--- config.mk ---
export PLATFORM = sky130hd
export DESIGN_NAME = serial_alu
export DESIGN_NICKNAME = d
export VERILOG_FILES = /design/src/rtl/serial_alu.sv
export SDC_FILE = /design/constraint.sdc
export NUM_CORES = 1
export LEC_CHECK = 0
export ABC_AREA = 1
export CAP_MARGIN = 20
export CORE_ASPECT_RATIO = 0.7
export CORE_UTILIZATION = 45
export CTS_CLUSTER_SIZE = 40
export DETAILED_ROUTE_END_ITERATION = 10
export PLACE_DENSITY = 0.8
export SYNTH_ARGS = -nofsm -noshare
export SYNTH_HDL_FRONTEND = slang
export SYNTH_SLANG_ARGS = --single-unit
--- constraint.sdc ---
create_clock -name clk -period 2.08 [get_ports clk]
set_input_delay 0.312 -clock clk [delete_from_list [all_inputs] [get_ports clk]]
set_output_delay 0.312 -clock clk [all_outputs]
set_load 0.02 [all_outputs]
--- src/rtl/serial_alu.sv ---
// Bit-serial ALU: add/AND/NOR/XOR on WIDTH-bit operands, one bit per clock, LSB first.
// Optional signed-overflow output enabled by defining SERIAL_ALU_OVF_EN.
//
// state | meaning
// IDLE  | waiting for start, busy=0 done=0
// RUN   | shifting one operand bit per cycle through the slice, busy=1
// DONE  | one-cycle result pulse, done=1, start accepted here too
module serial_alu #(
  parameter int WIDTH = 8
) (
  input  logic             clk,
  input  logic             rst_n,
  input  logic             start,
  input  logic [WIDTH-1:0] a,
  input  logic [WIDTH-1:0] b,
  input  logic             cin,
  input  logic [1:0]       aluctr,
  output logic             busy,
  output logic             done,
  output logic [WIDTH-1:0] d,
  output logic             e
`ifdef SERIAL_ALU_OVF_EN
  ,
  output logic             ovf
`endif
);

  localparam int              CW   = $clog2(WIDTH);
  localparam logic [CW-1:0]   LAST = CW'(WIDTH - 1);

  localparam logic [1:0] OP_ADD = 2'b00;
  localparam logic [1:0] OP_AND = 2'b01;
  localparam logic [1:0] OP_NOR = 2'b10;

  typedef enum logic [1:0] {
    IDLE = 2'b00,
    RUN  = 2'b01,
    DONE = 2'b10
  } state_t;

  state_t state, state_nxt;

  logic [WIDTH-1:0] sa, sb;
  logic [1:0]       op;
  logic             carry;
  logic [CW-1:0]    cnt;

  logic bit_a, bit_b, res_bit, cout, last_bit;

  assign busy     = (state == RUN);
  assign done     = (state == DONE);
  assign last_bit = (cnt == LAST);

  always_ff @(posedge clk or negedge rst_n) begin
    if (!rst_n) state <= IDLE;
    else        state <= state_nxt;
  end

  always_comb begin
    state_nxt = state;
    case (state)
      RUN:     if (last_bit) state_nxt = DONE;
      default: state_nxt = start ? RUN : IDLE;
    endcase
  end

  // Single 1-bit slice shared by every bit position.
  always_comb begin
    bit_a   = sa[0];
    bit_b   = sb[0];
    res_bit = 1'b0;
    cout    = 1'b0;
    case (op)
      OP_ADD: begin
        res_bit = bit_a ^ bit_b ^ carry;
        cout    = (bit_a & bit_b) | (bit_a & carry) | (bit_b & carry);
      end
      OP_AND:  res_bit = bit_a & bit_b;
      OP_NOR:  res_bit = ~(bit_a | bit_b);
      default: res_bit = bit_a ^ bit_b;
    endcase
  end

  always_ff @(posedge clk or negedge rst_n) begin
    if (!rst_n) begin
      sa    <= '0;
      sb    <= '0;
      op    <= OP_ADD;
      carry <= 1'b0;
      cnt   <= '0;
      d     <= '0;
      e     <= 1'b0;
    end else if (state == RUN) begin
      d     <= {res_bit, d[WIDTH-1:1]};
      sa    <= sa >> 1;
      sb    <= sb >> 1;
      carry <= cout;
      cnt   <= cnt + CW'(1);
      if (last_bit) e <= (op == OP_ADD) & cout;
    end else if (start) begin
      sa    <= a;
      sb    <= b;
      op    <= aluctr;
      carry <= (aluctr == OP_ADD) & cin;
      cnt   <= '0;
    end
  end

`ifdef SERIAL_ALU_OVF_EN
  // On the MSB step, carry holds the carry into the sign bit.
  always_ff @(posedge clk or negedge rst_n) begin
    if (!rst_n)                      ovf <= 1'b0;
    else if (state == RUN && last_bit) ovf <= (op == OP_ADD) & (carry ^ cout);
  end
`endif

endmodule

==> results of run 1 <==
==> synthesized netlist by cell type <==
library cell and count:
sky130_fd_sc_hd__o21ai_0 9, sky130_fd_sc_hd__nor2_4 1, sky130_fd_sc_hd__inv_6 1, sky130_fd_sc_hd__buf_4 2
sky130_fd_sc_hd__nand2_1 79, sky130_fd_sc_hd__nand3_1 18, sky130_fd_sc_hd__nor2_2 1, sky130_fd_sc_hd__fa_1 1
sky130_fd_sc_hd__nor2_1 7, sky130_fd_sc_hd__nand2_2 1, sky130_fd_sc_hd__nand2_4 1, sky130_fd_sc_hd__buf_2 1
sky130_fd_sc_hd__buf_6 3, sky130_fd_sc_hd__dfrtp_1 33, sky130_fd_sc_hd__ha_1 4, sky130_fd_sc_hd__inv_1 13
sky130_fd_sc_hd__o21ai_1 1, sky130_fd_sc_hd__inv_2 2
==> state kept, by name (all words and copies together), names as in the netlist <==
register / cells
carry: 1
d: 8
op: 2
state: 2
e: 1
sb: 8
cnt: 3
sa: 8
==> per-layer routing <==
metal	vias to the layer above	global-route usage [%]
met1	548	24.1
met4	0	9.00
met5	-	0
met2	27	28.9
met3	8	4.82
li1	621	-
==> where the power goes <==
group,switching (mW),leakage [nW],internal (mW)
registers,0.157,0.427,0.881
clock network,0.216,0.0395,0.237
logic,0.550,0.500,0.408
==> cells by family after synthesis <==
family	count (synthesis)
flops	33
buf+inv	22
compound gates	10
simple gates	108
fa+ha+maj	5
==> metrics by stage <==
step | area [sq um] | std cells | utilization (%) | power [mW]
detailed placement | 1850 | 245 | 58.3 | 2.02
floorplan | 1510 | 178 | - | 1.69
global placement | 1850 | 245 | 58.3 | 1.99
CTS | 1930 | 253 | 60.9 | 2.48
finish | 1930 | 253 | 60.9 | 2.45
global route | 1930 | 253 | 60.9 | 2.67
==> final timing paths <==
kind	slack, ns	from	depth (start not counted)	endpoint
setup / recovery	0.31	state[1]	2	busy
max in group asynchronous	1.35	rst_n	2	sb[2]
hold reg to reg	0.48	sb[7]	2	sb[7]
hold / removal	0.43	rst_n	2	d[7]
setup reg to reg	0.71	state[1]	6	sb[3]
min in group clk	0.48	sb[7]	2	sb[7]
==> layout make-up <==
cell class,count,share of cell area [%]
sequential,33,42.8
multi-input combinational,123,29.4
timing repair buffer,35,17.8
clock buffer,8,4.15
inverter,16,3.37
tap,38,2.46
==> results.md, run 1 <==
## Finish
• total inserted antenna cells: 0
• share of post-route cells with drive strength above 1: 6.98%
• layout overhead on the synthesized area: 27.5%
• most common library cell in the layout ignoring fill and taps: sky130_fd_sc_hd__nand2_1
• nets@finish: 241
• fill cell count: 279
• combined area of the multi-input logic cells: 568 sq um
• Storage cell area: 826 sq um
• commonest non-fill, non-tap cells in the layout: sky130_fd_sc_hd__nand2_1, sky130_fd_sc_hd__dfrtp_1, sky130_fd_sc_hd__clkdlybuf4s50_1

## Yosys
• area share of the largest cell type after synthesis: 54.6%
• complex-gate fraction of the synthesized area: 3.31%
• parity-gate share of the synthesized area counting xor and xnor cells: 0%
• gate count after technology mapping: 178
• share of the yosys chip area belonging to registers: 54.6%
• synthesized area divided by synthesized cell count: 8.50 sq um
• post-synthesis register bit count: 33
• Net Count, Synth: 205
• area share of and/or/nand/nor cells after synthesis: 29.6%
• adder-cell area share of the yosys netlist: 4.63%
• post-synthesis mux area share: 0%
• main combinational cell family by area after synthesis: simple AND/OR/NAND/NOR gates
• Synth Cell Area: 0.00151 sq mm
• top cell type by total area after synthesis: sky130_fd_sc_hd__dfrtp_1
• top cells by area in the synthesized netlist: sky130_fd_sc_hd__dfrtp_1, sky130_fd_sc_hd__nand2_1, sky130_fd_sc_hd__nand3_1, sky130_fd_sc_hd__ha_1, sky130_fd_sc_hd__inv_1
• YS warnings: 0
• number of library cell types mapped by synthesis: 18

## Worst setup path
• chain of cells forming the critical path: nor2_4, clkdlybuf4s50_1
• Critical Path Slowest Stage Cell: sky130_fd_sc_hd__clkdlybuf4s50_1
• worst endpoint data arrival time: 1.45 ns
• Crit path largest cell delay: 0.61 ns
• Worst EP required: 1.77 ns
• category of the worst setup path launch point: flip-flop
• kind of end point of the critical path: primary output
• Critical Setup Path Class: reg -> out
• largest fanout of any net on the critical path: 2
• number of buffer and inverter instances along the worst setup path: 1
• family with the most delay on the worst path: buffers and inverters

## Clock network
• CTS clock-pin slew for the worst setup and hold paths: 0.07 ns
• TritonCTS clock tree: done
• clock root buffer: sky130_fd_sc_hd__clkbuf_8
• Clock H-tree levels: 2
• CTS Sinks: 33
• Post-CTS Repair Setup Buffers: 0
• Skew-Pair Late Insertion Delay: 0.28 ns
• cts bufs inserted: 5
• total of cells resized after clock tree synthesis: 0
• maximum number of buffers from clock root to sink: 2
• number of hold-repair buffers added at the cts stage: 0

## Routing
• Max Used Layer: met4
• Detail Route Antenna Nets: 0
• number of violations reported at the end of detailed-routing iteration 0: 69
• count of TritonRoute iterations in the first routing pass: 8
• met3 layer wire length in the routed design: 113 um
• detailed-route wire length: 2.76 mm
• met2 wire length: 1.24 mm
• DR vias: 1204
• routed via count divided by cell count: 4.76
• DRC Markers: 1
• routed len/inst: 10.9 um
• Metal-1 WL: 1.35 mm

## Floorplanning
• site row count: 17
• effective utilization at floorplan: 47.7%
• die height: 50.5 um
• DIE WIDTH: 71.3 um
• Die Area: 0.00360 sq mm
• ports placed on the boundary: 33
• core area: 0.00317 sq mm

## Power and ir drop
• Worst IR Drop VDD: 0.000540 V
• Leak: 0.966 nW
• power per cell area: 1270 mW/mm^2

## STA
• Tcrit/Tclk final: 84.9%
• count of endpoints failing hold in the final timing report: 0
• setup TNS: 0 ns
• Layout Skew: 0.00670 ns
• number of endpoints failing setup at the final stage: 0
• headroom to the max-slew limit: 72.6%
• slew of the pin with the lowest slew margin: 0.411 ns
• setup repair after global routing missed its margin: no
• final-layout worst hold slack: 0.426 ns
• final critical path time including I/O delays and setup: 1.77 ns
• highest attainable clock frequency: 566 MHz
• number of max-slew violations in the final report: 0
• post-route worst setup slack: 0.314 ns

## Min path
• min-delay worst type: in -> async

## Place
• Post-Place Worst Slack: 0.611 ns
• final estimated routing congestion in global placement: 0.749
• total of buffers placed on input and output ports: 32
• Detailed Place HPWL: 1.98 mm

## Global routing
• first-pass GRT wire length: 4.89 mm
• combined global-route utilization of all metal layers: 18.5%
• vias in the first global route: 1138
• grt total ovfl: 0
• maximum number of pins on one net before global-route repair: 34
• initial antenna violation count: 0

## Outcome
• violated checks: design-rule violations
• outcome: complete, but fails checks

## Flow run
• max-cap viol count: 0

Note: power is estimated with default switching activity, not from simulation.
==> run 2: changes to the inputs <==
clock period = 1.8 ns   (was 2.08 ns; I/O delays follow)
==> run 2 against run 1 <==
Compared with the run above: the flow still finishes with violations (design-rule violations); combinational power grew 15%; die area unchanged; critical endpoint unchanged; via count decreased by 1.2%; sequential power is 16% higher.
==> results.md, run 2 (synthesis gave the netlist of run 1 again) <==
## Floorplanning
• Die Area: 0.00360 sq mm, unchanged
• die height: 50.5 um, unchanged
• DIE WIDTH: 71.3 um, unchanged
• core area: 0.00317 sq mm, unchanged
• effective utilization at floorplan: 47.7%, unchanged
• ports placed on the boundary: 33, unchanged
• site row count: 17, unchanged

## Clock network
• CTS Sinks: 33, unchanged
• CTS clock-pin slew for the worst setup and hold paths: 0.06 ns, about the same
• Post-CTS Repair Setup Buffers: 0, unchanged
• Clock H-tree levels: 2, unchanged
• Skew-Pair Late Insertion Delay: 0.28 ns, about the same
• maximum number of buffers from clock root to sink: 2, unchanged
• cts bufs inserted: 5, unchanged
• clock root buffer: sky130_fd_sc_hd__clkbuf_8
• TritonCTS clock tree: done
• total of cells resized after clock tree synthesis: 0, unchanged
• number of hold-repair buffers added at the cts stage: 0, unchanged

## Finish
• core occupancy in the finished layout: 60.9%, unchanged
• layout overhead on the synthesized area: 27.5%, unchanged
• non-filler cells in the finished layout: 253, unchanged
• largest registers ranked by flip-flop count: d (8), sa (8), sb (8)
• share of post-route cells with drive strength above 1: 6.98%, unchanged
• total inserted antenna cells: 0, unchanged
• commonest non-fill, non-tap cells in the layout: sky130_fd_sc_hd__nand2_1, sky130_fd_sc_hd__dfrtp_1, sky130_fd_sc_hd__clkdlybuf4s50_1
• nets@finish: 241, unchanged
• post-route cell area: 0.00193 sq mm, unchanged
• most common library cell in the layout ignoring fill and taps: sky130_fd_sc_hd__nand2_1

## Routing
• DR vias: 1190, -1.2%
• routed len/inst: 11.1 um, +1.5%
• number of violations reported at the end of detailed-routing iteration 0: 66, -4.3%
• Detail Route Antenna Nets: 0, unchanged
• Max Used Layer: met4
• Metal-1 WL: 1.36 mm, +1.2%
• count of TritonRoute iterations in the first routing pass: 7, -1
• met3 layer wire length in the routed design: 127 um, +12%
• routed via count divided by cell count: 4.70, -1.2%
• detailed-route wire length: 2.80 mm, +1.5%
• DRC Markers: 1, unchanged
• met2 wire length: 1.27 mm, +2.3%

## Power and ir drop
• proportion of power drawn by flip-flops and latches: 42.6%, +0.2 points
• power per cell area: 1470 mW/mm^2, +15%
• internal power: 1.76 mW, +15%
• Leak: 0.966 nW, unchanged
• Worst IR Drop VDD: 0.000714 V, +32%
• Total Power Consumption: 2.83 mW, +15%
• combinational share of power: 39.1%, about the same
• Sw Share: 37.7%, about the same
• clock network fraction of design power: 18.3%, -0.2 points
• Psw: 1.07 mW, +15%

## Worst setup path
• Worst EP required: 1.53 ns, -0.24 ns
• Critical Setup Path Class: reg -> out
• category of the worst setup path launch point: flip-flop
• worst endpoint data arrival time: 1.45 ns, about the same
• FF-to-FF path depth: 6, unchanged
• kind of end point of the critical path: primary output
• worst setup path endpoint: busy
• terminus of the critical flop-to-flop path: sa[6]
• Crit. Startpoint: state[1]
• R2R Setup Slk: 0.42 ns, -0.29 ns
• worst reg2reg startpoint: state[1]
• largest fanout of any net on the critical path: 2, unchanged

## STA
• final critical path time including I/O delays and setup: 1.72 ns
• Layout Skew: 0.00372 ns, -0.00298 ns
• count of endpoints failing hold in the final timing report: 0, unchanged
• setup repair after global routing missed its margin: no
• setup TNS: 0 ns, unchanged
• headroom to the max-slew limit: 72.5%, about the same
• number of max-slew violations in the final report: 0, unchanged
• number of endpoints failing setup at the final stage: 0, unchanged
• post-route worst setup slack: 0.0796 ns, -0.234 ns
• highest attainable clock frequency: 581 MHz
• final-layout worst hold slack: 0.401 ns, -0.0249 ns
• Tcrit/Tclk final: 95.6%
• slew of the pin with the lowest slew margin: 0.412 ns, +0.000942 ns

## Place
• total of buffers placed on input and output ports: 32, unchanged
• final estimated routing congestion in global placement: 0.751, +0.20%
• placed standard-cell area: 0.00185 sq mm, unchanged
• total placed cells including tap cells: 245, unchanged
• Post-Place Worst Slack: 0.371 ns, -0.240 ns
• Detailed Place HPWL: 1.98 mm, +0.15%

## Min path
• min-delay worst type: in -> async

## Flow run
• max-cap viol count: 0, unchanged

## Global routing
• first-pass GRT wire length: 4.73 mm, -3.3%
• combined global-route utilization of all metal layers: 18.3%, -0.22 points
• initial antenna violation count: 0, unchanged
• vias in the first global route: 1082, -4.9%
• maximum number of pins on one net before global-route repair: 34, unchanged
• grt total ovfl: 0, unchanged

## Outcome
• violated checks: design-rule violations
• outcome: complete, but fails checks

run 2: area by class of cell:
type	count	area [sq um]
multi-input cells	123	568
inverters	16	65.1
fillers	282	1240
flip-flops and latches	33	826
repair buffers	35	343
well taps	38	47.5
clock buffers	8	80.1
run 2: worst min-delay path by stage:
| stage | to | slack, ns | depth (start not counted) |
|---|---|---|---|
| 2_1_floorplan | carry | -0.03 | 0 |
| 3_3_place_gp | cnt[1] | 0.46 | 2 |
| 3_5_place_dp | sb[7] | 0.47 | 2 |
| 4_1_cts | e | 0.41 | 2 |
| 5_1_grt | d[3] | 0.42 | 2 |
| 6_report | d[3] | 0.40 | 2 |
run 2: layer usage:
| metal | vias to the layer above | GRT usage, % |
|---|---|---|
| met3 | 5 | 4.82 |
| met1 | 541 | 23.4 |
| li1 | 617 | - |
| met5 | - | 0 |
| met4 | 0 | 11.0 |
| met2 | 27 | 27.9 |
run 2: power groups by stage:
stage	clock network [mW]	registers, mW	logic, mW
floorplan	0	1.28	0.671
global placement	0	1.20	1.09
detailed placement	0	1.22	1.12
CTS	0.535	1.21	1.12
global route	0.574	1.25	1.26
finish	0.517	1.21	1.10
run 2: critical path, stage by stage, from the launching register on:
cell,delay [ns]
sky130_fd_sc_hd__dfrtp_1,0.41
sky130_fd_sc_hd__nor2_4,0.15
sky130_fd_sc_hd__clkdlybuf4s50_1,0.61
